## config.mk

```make
export PLATFORM = sky130hd
export DESIGN_NAME = cmd_link_flat
export DESIGN_NICKNAME = d
export VERILOG_FILES = /design/src/rtl/cmd_link_if.sv /design/src/rtl/cmd_link.sv /design/src/flat_wrapper.sv
export SDC_FILE = /design/constraint.sdc
export NUM_CORES = 1
export LEC_CHECK = 0
export CORE_ASPECT_RATIO = 0.5
export CORE_MARGIN = 4
export CORE_UTILIZATION = 50
export DETAILED_ROUTE_END_ITERATION = 10
export GPL_ROUTABILITY_DRIVEN = 0
export PLACE_DENSITY = 0.68
export SYNTH_ARGS = -nofsm -noshare
export SYNTH_HDL_FRONTEND = slang
export SYNTH_SLANG_ARGS = --single-unit
```

## constraint.sdc

```tcl
create_clock -name clk -period 3.3 [get_ports clk]
set_input_delay 0.66 -clock clk [delete_from_list [all_inputs] [get_ports clk]]
set_output_delay 0.66 -clock clk [all_outputs]
set_load 0.02 [all_outputs]
```

## src/rtl/cmd_link_if.sv

```systemverilog
// Command-link bundle: serial lines plus the command/response handshake
// between cmd_link and its host-side consumer.
interface cmd_link_if;
  logic        RX;
  logic        TX;
  logic [15:0] cmd;
  logic        cmd_rdy;
  logic        clr_cmd_rdy;
  logic        trmt;
  logic [7:0]  resp;
  logic        tx_done;

  // Host / consumer side
  modport master (
    output RX, clr_cmd_rdy, trmt, resp,
    input  TX, cmd, cmd_rdy, tx_done
  );

  // cmd_link side
  modport slave (
    input  RX, clr_cmd_rdy, trmt, resp,
    output TX, cmd, cmd_rdy, tx_done
  );
endinterface

```

## src/rtl/cmd_link.sv

```systemverilog
// cmd_link: UART command receiver that pairs two received bytes into a
// 16-bit command {high, low}, plus an independent UART transmitter for a
// one-byte response. Receiver and transmitter share only clk and reset.
module cmd_link #(
  parameter int BAUD_CYCLES = 2604,
  parameter int BYTE_TMO    = 65536
) (
  input  logic     clk,
  input  logic     RST_n,
  cmd_link_if.slave lnk
);

  localparam int BAUD_W = $clog2(BAUD_CYCLES);
  localparam int TMO_W  = $clog2(BYTE_TMO);

  localparam logic [BAUD_W-1:0] BAUD_LAST = BAUD_W'(BAUD_CYCLES - 1);
  // The edge is acted on one cycle after it appears on the second sync flop,
  // so the first countdown is two shorter to land exactly half a bit later.
  localparam logic [BAUD_W-1:0] HALF_LOAD = BAUD_W'(BAUD_CYCLES / 2 - 2);
  localparam logic [TMO_W-1:0]  TMO_LAST  = TMO_W'(BYTE_TMO - 1);

  typedef enum logic {RX_IDLE,   RX_RECV}  rx_state_t;
  typedef enum logic {PAIR_HIGH, PAIR_LOW} pair_state_t;
  typedef enum logic {TX_IDLE,   TX_XMIT}  tx_state_t;

  // Synchronizer and edge-history flops
  logic rx_p0, rx_p1, rx_p2;
  logic rx_fall;

  // Receiver
  rx_state_t         rx_state;
  logic [BAUD_W-1:0] rx_baud;
  logic [3:0]        rx_bit;
  logic [7:0]        rx_shift;

  // Byte pairing
  pair_state_t       pair_state;
  logic [7:0]        hi_byte;
  logic [TMO_W-1:0]  tmo_cnt;
  logic [15:0]       cmd_q;
  logic              cmd_rdy_q;

  // Transmitter
  tx_state_t         tx_state;
  logic [BAUD_W-1:0] tx_baud;
  logic [3:0]        tx_bit;
  logic [8:0]        tx_shift;
  logic              tx_q;
  logic              tx_done_q;

  // Bring RX into the clk domain (preset idle-high) and keep one history bit
  always_ff @(posedge clk) begin
    if (!RST_n) begin
      rx_p0 <= 1'b1;
      rx_p1 <= 1'b1;
      rx_p2 <= 1'b1;
    end else begin
      rx_p0 <= lnk.RX;
      rx_p1 <= rx_p0;
      rx_p2 <= rx_p1;
    end
  end

  assign rx_fall = rx_p2 & ~rx_p1;

  // Receive UART frames, pair valid bytes into commands, manage cmd_rdy
  always_ff @(posedge clk) begin
    if (!RST_n) begin
      rx_state   <= RX_IDLE;
      rx_baud    <= '0;
      rx_bit     <= '0;
      pair_state <= PAIR_HIGH;
      tmo_cnt    <= '0;
      cmd_q      <= '0;
      cmd_rdy_q  <= 1'b0;
    end else begin
      // Clear first; a set later in this block overrides it.
      if (lnk.clr_cmd_rdy)
        cmd_rdy_q <= 1'b0;

      case (rx_state)
        RX_IDLE: begin
          if (rx_fall) begin
            rx_state <= RX_RECV;
            rx_baud  <= HALF_LOAD;
            rx_bit   <= '0;
          end
        end
        RX_RECV: begin
          if (rx_baud != '0) begin
            rx_baud <= rx_baud - 1'b1;
          end else begin
            rx_baud <= BAUD_LAST;
            rx_bit  <= rx_bit + 4'd1;
            if (rx_bit == 4'd0) begin
              // A high start sample was only a glitch.
              if (rx_p1)
                rx_state <= RX_IDLE;
            end else if (rx_bit != 4'd9) begin
              rx_shift <= {rx_p1, rx_shift[7:1]};
            end else begin
              rx_state <= RX_IDLE;
              if (!rx_p1) begin
                // Framing error: drop the byte and any half-built pair.
                pair_state <= PAIR_HIGH;
              end else if (pair_state == PAIR_HIGH) begin
                hi_byte    <= rx_shift;
                pair_state <= PAIR_LOW;
                tmo_cnt    <= '0;
                cmd_rdy_q  <= 1'b0;
              end else begin
                cmd_q      <= {hi_byte, rx_shift};
                cmd_rdy_q  <= 1'b1;
                pair_state <= PAIR_HIGH;
              end
            end
          end
        end
        default: rx_state <= RX_IDLE;
      endcase

      // Waiting for the low byte: give up if its start edge never comes.
      if (pair_state == PAIR_LOW && rx_state == RX_IDLE && !rx_fall) begin
        if (tmo_cnt == TMO_LAST)
          pair_state <= PAIR_HIGH;
        else
          tmo_cnt <= tmo_cnt + 1'b1;
      end
    end
  end

  // Serialize the response byte: start bit, 8 data bits LSB first, stop bit
  always_ff @(posedge clk) begin
    if (!RST_n) begin
      tx_state  <= TX_IDLE;
      tx_baud   <= '0;
      tx_bit    <= '0;
      tx_q      <= 1'b1;
      tx_done_q <= 1'b0;
    end else begin
      case (tx_state)
        TX_IDLE: begin
          if (lnk.trmt) begin
            // Start bit goes straight to the line; {stop, data} waits behind it.
            tx_shift  <= {1'b1, lnk.resp};
            tx_q      <= 1'b0;
            tx_baud   <= BAUD_LAST;
            tx_bit    <= '0;
            tx_done_q <= 1'b0;
            tx_state  <= TX_XMIT;
          end
        end
        TX_XMIT: begin
          if (tx_baud != '0) begin
            tx_baud <= tx_baud - 1'b1;
          end else if (tx_bit == 4'd9) begin
            tx_state  <= TX_IDLE;
            tx_done_q <= 1'b1;
            tx_q      <= 1'b1;
          end else begin
            tx_q     <= tx_shift[0];
            tx_shift <= {1'b1, tx_shift[8:1]};
            tx_bit   <= tx_bit + 4'd1;
            tx_baud  <= BAUD_LAST;
          end
        end
        default: tx_state <= TX_IDLE;
      endcase
    end
  end

  assign lnk.TX      = tx_q;
  assign lnk.tx_done = tx_done_q;
  assign lnk.cmd     = cmd_q;
  assign lnk.cmd_rdy = cmd_rdy_q;

endmodule

```

## src/flat_wrapper.sv

```systemverilog
// flat-port wrapper written by rule: the top's interface ports become plain ports
module cmd_link_flat 
#(
  parameter int BAUD_CYCLES = 2604,
  parameter int BYTE_TMO    = 65536
)
  (clk, RST_n, lnk_RX, lnk_clr_cmd_rdy, lnk_trmt, lnk_resp, lnk_TX, lnk_cmd, lnk_cmd_rdy, lnk_tx_done);
  cmd_link_if lnk_i ();
  input  logic clk;
  input  logic RST_n;
  input wire logic [$bits(lnk_i.RX)-1:0] lnk_RX;
  input wire logic [$bits(lnk_i.clr_cmd_rdy)-1:0] lnk_clr_cmd_rdy;
  input wire logic [$bits(lnk_i.trmt)-1:0] lnk_trmt;
  input wire logic [$bits(lnk_i.resp)-1:0] lnk_resp;
  output wire logic [$bits(lnk_i.TX)-1:0] lnk_TX;
  output wire logic [$bits(lnk_i.cmd)-1:0] lnk_cmd;
  output wire logic [$bits(lnk_i.cmd_rdy)-1:0] lnk_cmd_rdy;
  output wire logic [$bits(lnk_i.tx_done)-1:0] lnk_tx_done;
  assign lnk_i.RX = lnk_RX;
  assign lnk_i.clr_cmd_rdy = lnk_clr_cmd_rdy;
  assign lnk_i.trmt = lnk_trmt;
  assign lnk_i.resp = lnk_resp;
  assign lnk_TX = lnk_i.TX;
  assign lnk_cmd = lnk_i.cmd;
  assign lnk_cmd_rdy = lnk_i.cmd_rdy;
  assign lnk_tx_done = lnk_i.tx_done;
  cmd_link #(.BAUD_CYCLES(BAUD_CYCLES), .BYTE_TMO(BYTE_TMO)) u_core (.clk(clk), .RST_n(RST_n), .lnk(lnk_i));
endmodule
```

# ---- Word level (Yosys, flattened, before mapping)
# Index checks and enable logic that the tools add are counted.
dict set report word_totals {
  regBits 98
  elab_cells 114
  output_inout_bits 19
  inputBits 13
}
dict set report classes {
  n_bitwise 8
  addsub 5
  n_reduce_logical 15
  eq_ne 10
  n_mux 58
}
# op n
set op_table {}
lappend op_table {{$mux 16} 8}
lappend op_table {{$mux 12} 5}
lappend op_table {{$pmux 12 s2} 2}
lappend op_table {{$mux 1} 28}
lappend op_table {{$mux 9} 3}
lappend op_table {{$reduce_bool 12->1} 2}
lappend op_table {{$sub 12x1->12 const B} 2}
lappend op_table {{$mux 4} 5}
lappend op_table {{$pmux 9 s2} 1}
lappend op_table {{$add 16x1->16 const B} 1}
lappend op_table {{$eq 16x16->1 const B} 1}
lappend op_table {{$pmux 4 s2} 2}
lappend op_table {{$ne 2x2->1 const B} 5}
lappend op_table {{$add 4x1->4 const B} 2}
lappend op_table {{$pmux 1 s2} 4}
lappend op_table {{$not 1->1} 7}
lappend op_table {{$reduce_and 7->1} 1}
lappend op_table {{$reduce_and 2->1} 3}
lappend op_table {{$reduce_and 3->1} 2}
lappend op_table {{$reduce_and 6->1} 1}
lappend op_table {{$reduce_and 5->1} 1}
lappend op_table {{$eq 4x4->1 const B} 1}
lappend op_table {{$logic_not 4->1} 1}
lappend op_table {{$ne 4x4->1 const B} 1}
lappend op_table {{6 further kinds} 7}

# ---- Logic depth before layout (Yosys ltp)
dict set report depth {
  depth_word 8
  ltp_mapped 8
  depth_no_buf 6
}

# ---- Worst setup path after synthesis
# Ideal clock, no wire load.
dict set report synth_timing {
  path_type {flip-flop to flip-flop}
  from {reg u_core.tx_baud[6]}
  to {reg u_core.tx_shift[0] (enable)}
  setup_time_ns 0.375
  synth_period_minus_slack_ns 2.350
  required_ns 2.925
  t_arrival_ns 1.974
  stages_incl_launch_ff 5
  path_buffers 1
  slack_ns 0.950
  path_cell_list {dfxtp_1 -> or4_1 -> nand4b_1 -> clkbuf_1 -> a21oi_1}
}
dict set report synth_via {
  elab_chain_len 3
}
# element line_no
set synth_lines {}
lappend synth_lines {{start: declaration} cmd_link.sv:45} ;# logic [BAUD_W-1:0] tx_baud;
lappend synth_lines {{start signal: assignment} cmd_link.sv:155} ;# tx_baud <= tx_baud - 1'b1;
lappend synth_lines {{$reduce_bool 12->1} cmd_link.sv:154} ;# if (tx_baud != '0) begin
lappend synth_lines {{$ne 2x2->1 (no source line)} --}
lappend synth_lines {{$reduce_and 4->1 (no source line)} --}
lappend synth_lines {{end signal: assignment} cmd_link.sv:145} ;# tx_shift <= {1'b1, lnk.resp};
lappend synth_lines {{end signal: assignment} cmd_link.sv:162} ;# tx_shift <= {1'b1, tx_shift[8:1]};
lappend synth_lines {{end: declaration} cmd_link.sv:47} ;# logic [8:0] tx_shift;
# No other way between the ends.
# A chain may end at the register's enable or synchronous reset.

# ---- Worst setup path after layout
dict set report layout_timing {
  from {reg u_core.tx_baud[6]}
  to {reg u_core.tx_baud[5]}
}
dict set report layout_via {
  elab_chain_len 3
  elab_cells_between_ends 5
  cone_classes {1 x eq/ne; 2 x mux; 2 x reduce/logical}
}
# element line_no
set layout_lines {}
lappend layout_lines {{$reduce_bool 12->1 (*)} cmd_link.sv:154}
lappend layout_lines {{$mux 12 or $ne 3x3->1 (tied branches)} --}
lappend layout_lines {{$pmux 12 s2 or $reduce_and 2->1 (tied branches)} --}
# Every way passes the cells marked *; elsewhere a longest branch is shown, timed or not.

==> reports/qor.csv <==
metric,value,unit
"EDFF count, synth",24,
pwr/cell area,488,mW/mm^2
# Post-CTS Setup Buffers,0,
CP Class,flop to flop,
Required @ worst endpoint,3560,ps
"Slew Viols, Final",0,
final WL,9720,microns
post-synthesis mux area share,0.0542,
I/O pin count,32,
slowest cell on the critical path,nor4_2,
Post-Synth XOR/XNOR Area,0.00183,
Leak,1.83,nW
row count,24,
final hold slack,417,ps
Max-Cap Viols,0,
number of global-route vias before repair,3609,
dpl cell area,0.00515,sq mm
Die H,77.1,microns
syn_nets,526,
Hold Path Class,flop to flop,
Setup Viol. Count Final,0,
vias per cell,5.96,
status,completed,
Util after Layout,0.604,
global route overflow,0,
Die ar.,0.0113,sq mm
fin crit share,0.741,
"Net count, final",548,
"Arr. time, crit path",2710,ps
fraction of registers with async set/reset,0,
Clock transition at path regs,70,ps
"Gates resized, CTS repair",0,
die width,146,microns
#FFs+latches synth,97,
total number of yosys warnings,0,
first-pass GRT wire length,16800,microns
Num CTS Buffers,9,
CP Capture Type,flop,
Vias,3858,
crit-path max cell delay,700,ps
Core Region,0.00901,sq mm
largest net degree at the start of global routing,82,
final cell count without fillers,647,
HPWL Detailed,6460,microns
"Seq/Total Area, Yosys",0.457,
measured slew at the worst slew-check pin,855,ps
Netlist cell types,65,
DRC violations left,0,
CTS root buffer,clkbuf_16,
placed insts,631,
routed len/inst,15.0,microns
min Tclk post-route,2450,ps
gr usage total,0.177,
simple-gate share of the synthesized area,0.259,
H-tree levels,3,
"critical path fanouts, max",15,
cell area after layout,0.00544,sq mm
clk_lat worst skew,340,ps
RSZ-0062 raised after global routing,false,
Final Hold Fails,0,
initial core utilization,0.530,
Worst Setup Start Kind,flop,
Mapped Cells,503,
Avg Inst Size Synth,9.49,sq um
cells along the critical path,or4_1 -> nor4_2 -> buf_4 -> o21ai_0 -> a41oi_1,
Clock Skews,6.16,ps
Synth Area in Adders,0.0262,
DR iter-0 viols,161,
Synth Cell Area,0.00477,sq mm
DRT Pass-1 Iters,4,
hold_buf cts,0,
antenna violations before repair,0,
diodes inserted,0,
worst vdd rail ir drop,0.320,mV
Port Buf Inserts,31,
CTS Sinks,97,
share of layout cells above drive strength 1,0.100,
P&R area growth vs syn,13.9,%
TritonCTS clock tree,built,
largest family of logic cells by synthesized area,simple AND/OR/NAND/NOR gates,
Peak Freq,409,MHz
Routed Antenna Nets,0,
CTS Buffer Depth,2,
Most used DFF post-synth,dfxtp_1,
Final TNS setup,0,ps
Rel. slew slack,0.428,
Compound-Gate Fraction of Synth Area,0.155,
## power by group
part | switching (mW) | total, mW | internal, mW | leakage [nW]
Clock | 0.493 | 1.03 | 0.534 | 0.145
Sequential | 0.0475 | 1.30 | 1.25 | 0.810
Combinational | 0.182 | 0.325 | 0.142 | 0.871
## worst paths after layout
path | slack [ps] | end | startpoint | cells after the start
worst max-delay path | 850 | u_core.tx_baud[5]$_SDFFE_PN0P_ | u_core.tx_baud[6]$_SDFFE_PN0P_ | 5
worst min-delay path | 420 | u_core.rx_p1$_SDFF_PN1_ | u_core.rx_p0$_SDFF_PN1_ | 1
worst max register to register | 850 | u_core.tx_baud[5]$_SDFFE_PN0P_ | u_core.tx_baud[6]$_SDFFE_PN0P_ | 5
worst min register to register | 420 | u_core.rx_p1$_SDFF_PN1_ | u_core.rx_p0$_SDFF_PN1_ | 1
## worst max-delay path, delay by kind of cell (launching register included)
family	cells	cell delay, ps
simple gates	2	1370
flops	1	370
buf+inv	1	310
compound gates	2	310
## cell usage in the layout, fill, tap and decap left out, types with 10 or more instances in the layout
cell              n
mux2i_1          18
nor4_1           13
dfxtp_1          73
edfxtp_1         24
a21oi_1          19
nor3_1           12
or4_1            14
nand4_1          11
ha_1             10
o221ai_1         10
clkdlybuf4s50_1  30
nor2_1           11
o21ai_0          19
inv_1            16
nand2b_1         10
nand3_1          18
nand2_1          75
## Yosys cell counts, types with 4 or more instances
library cell / number / area [sq um]
a21oi_1: 19 / 95.1
o221ai_1: 10 / 87.6
or4_1: 14 / 105
nor2b_1: 6 / 37.5
nand3_1: 18 / 90.1
or2_2: 5 / 31.3
nor2_1: 11 / 41.3
mux2i_1: 18 / 180
clkbuf_1: 24 / 90.1
nor4_1: 13 / 81.3
nor3_1: 12 / 60.1
nand3b_1: 4 / 30.0
ha_1: 10 / 125
o21ai_0: 19 / 95.1
o21a_1: 4 / 30.0
edfxtp_1: 24 / 721
or3_1: 8 / 50.1
nand2_1: 75 / 282
or4b_2: 5 / 50.1
o211ai_1: 5 / 37.5
mux2_2: 7 / 78.8
a31oi_1: 8 / 50.1
nand4_1: 11 / 68.8
o22ai_1: 4 / 25.0
and4_1: 5 / 43.8
dfxtp_1: 73 / 1460
inv_1: 16 / 60.1
nand2b_1: 10 / 62.6
o31ai_1: 5 / 37.5
## layer usage
metal | up-vias | routed length (microns) | global-route usage
li1 | 1954 | - | -
met1 | 1820 | 4850 | 0.237
met2 | 76 | 4320 | 0.283
met3 | 8 | 430 | 0.0424
met4 | 0 | 108 | 0.0544
met5 | - | 0 | 0
## sequential cells by signal (all words and copies together), names as in the netlist
| name | count |
|---|---|
| u_core.tx_bit | 4 |
| u_core.pair_state | 1 |
| u_core.rx_state | 1 |
| u_core.rx_p0 | 1 |
| u_core.lnk.cmd | 16 |
| u_core.rx_p2 | 1 |
| u_core.tx_shift | 8 |
| u_core.hi_byte | 8 |
| u_core.tx_state | 1 |
| u_core.tx_baud | 12 |
| u_core.lnk.TX | 1 |
| u_core.lnk.tx_done | 1 |
| u_core.lnk.cmd_rdy | 1 |
| u_core.tmo_cnt | 16 |
| u_core.rx_shift | 8 |
| u_core.rx_baud | 12 |
| u_core.rx_p1 | 1 |
| u_core.rx_bit | 4 |
## final cells by class
class,count,area [sq um]
inverter,16,60.1
multi-input combinational,360,2370
timing repair buffer,41,393
clock inverter,7,66.3
clock buffer,9,225
tap,117,146
sequential,97,2180
fill,795,3570
## per-stage QoR
stage	power (mW)	setup slack, ps
finish	2.65	853
global route	2.79	685
CTS	2.69	893
detailed placement	1.65	860
global placement	1.64	904
floorplan	1.57	950
## cell families after synthesis
family | Yosys count
AO/OA/AOI/OAI | 105
flip-flops | 97
buffers and inverters | 46
XOR/XNOR | 1
adder cells (fa/ha/maj) | 10
multiplexers | 25
AND/OR/NAND/NOR | 219
(Power assumes the default switching activity.)
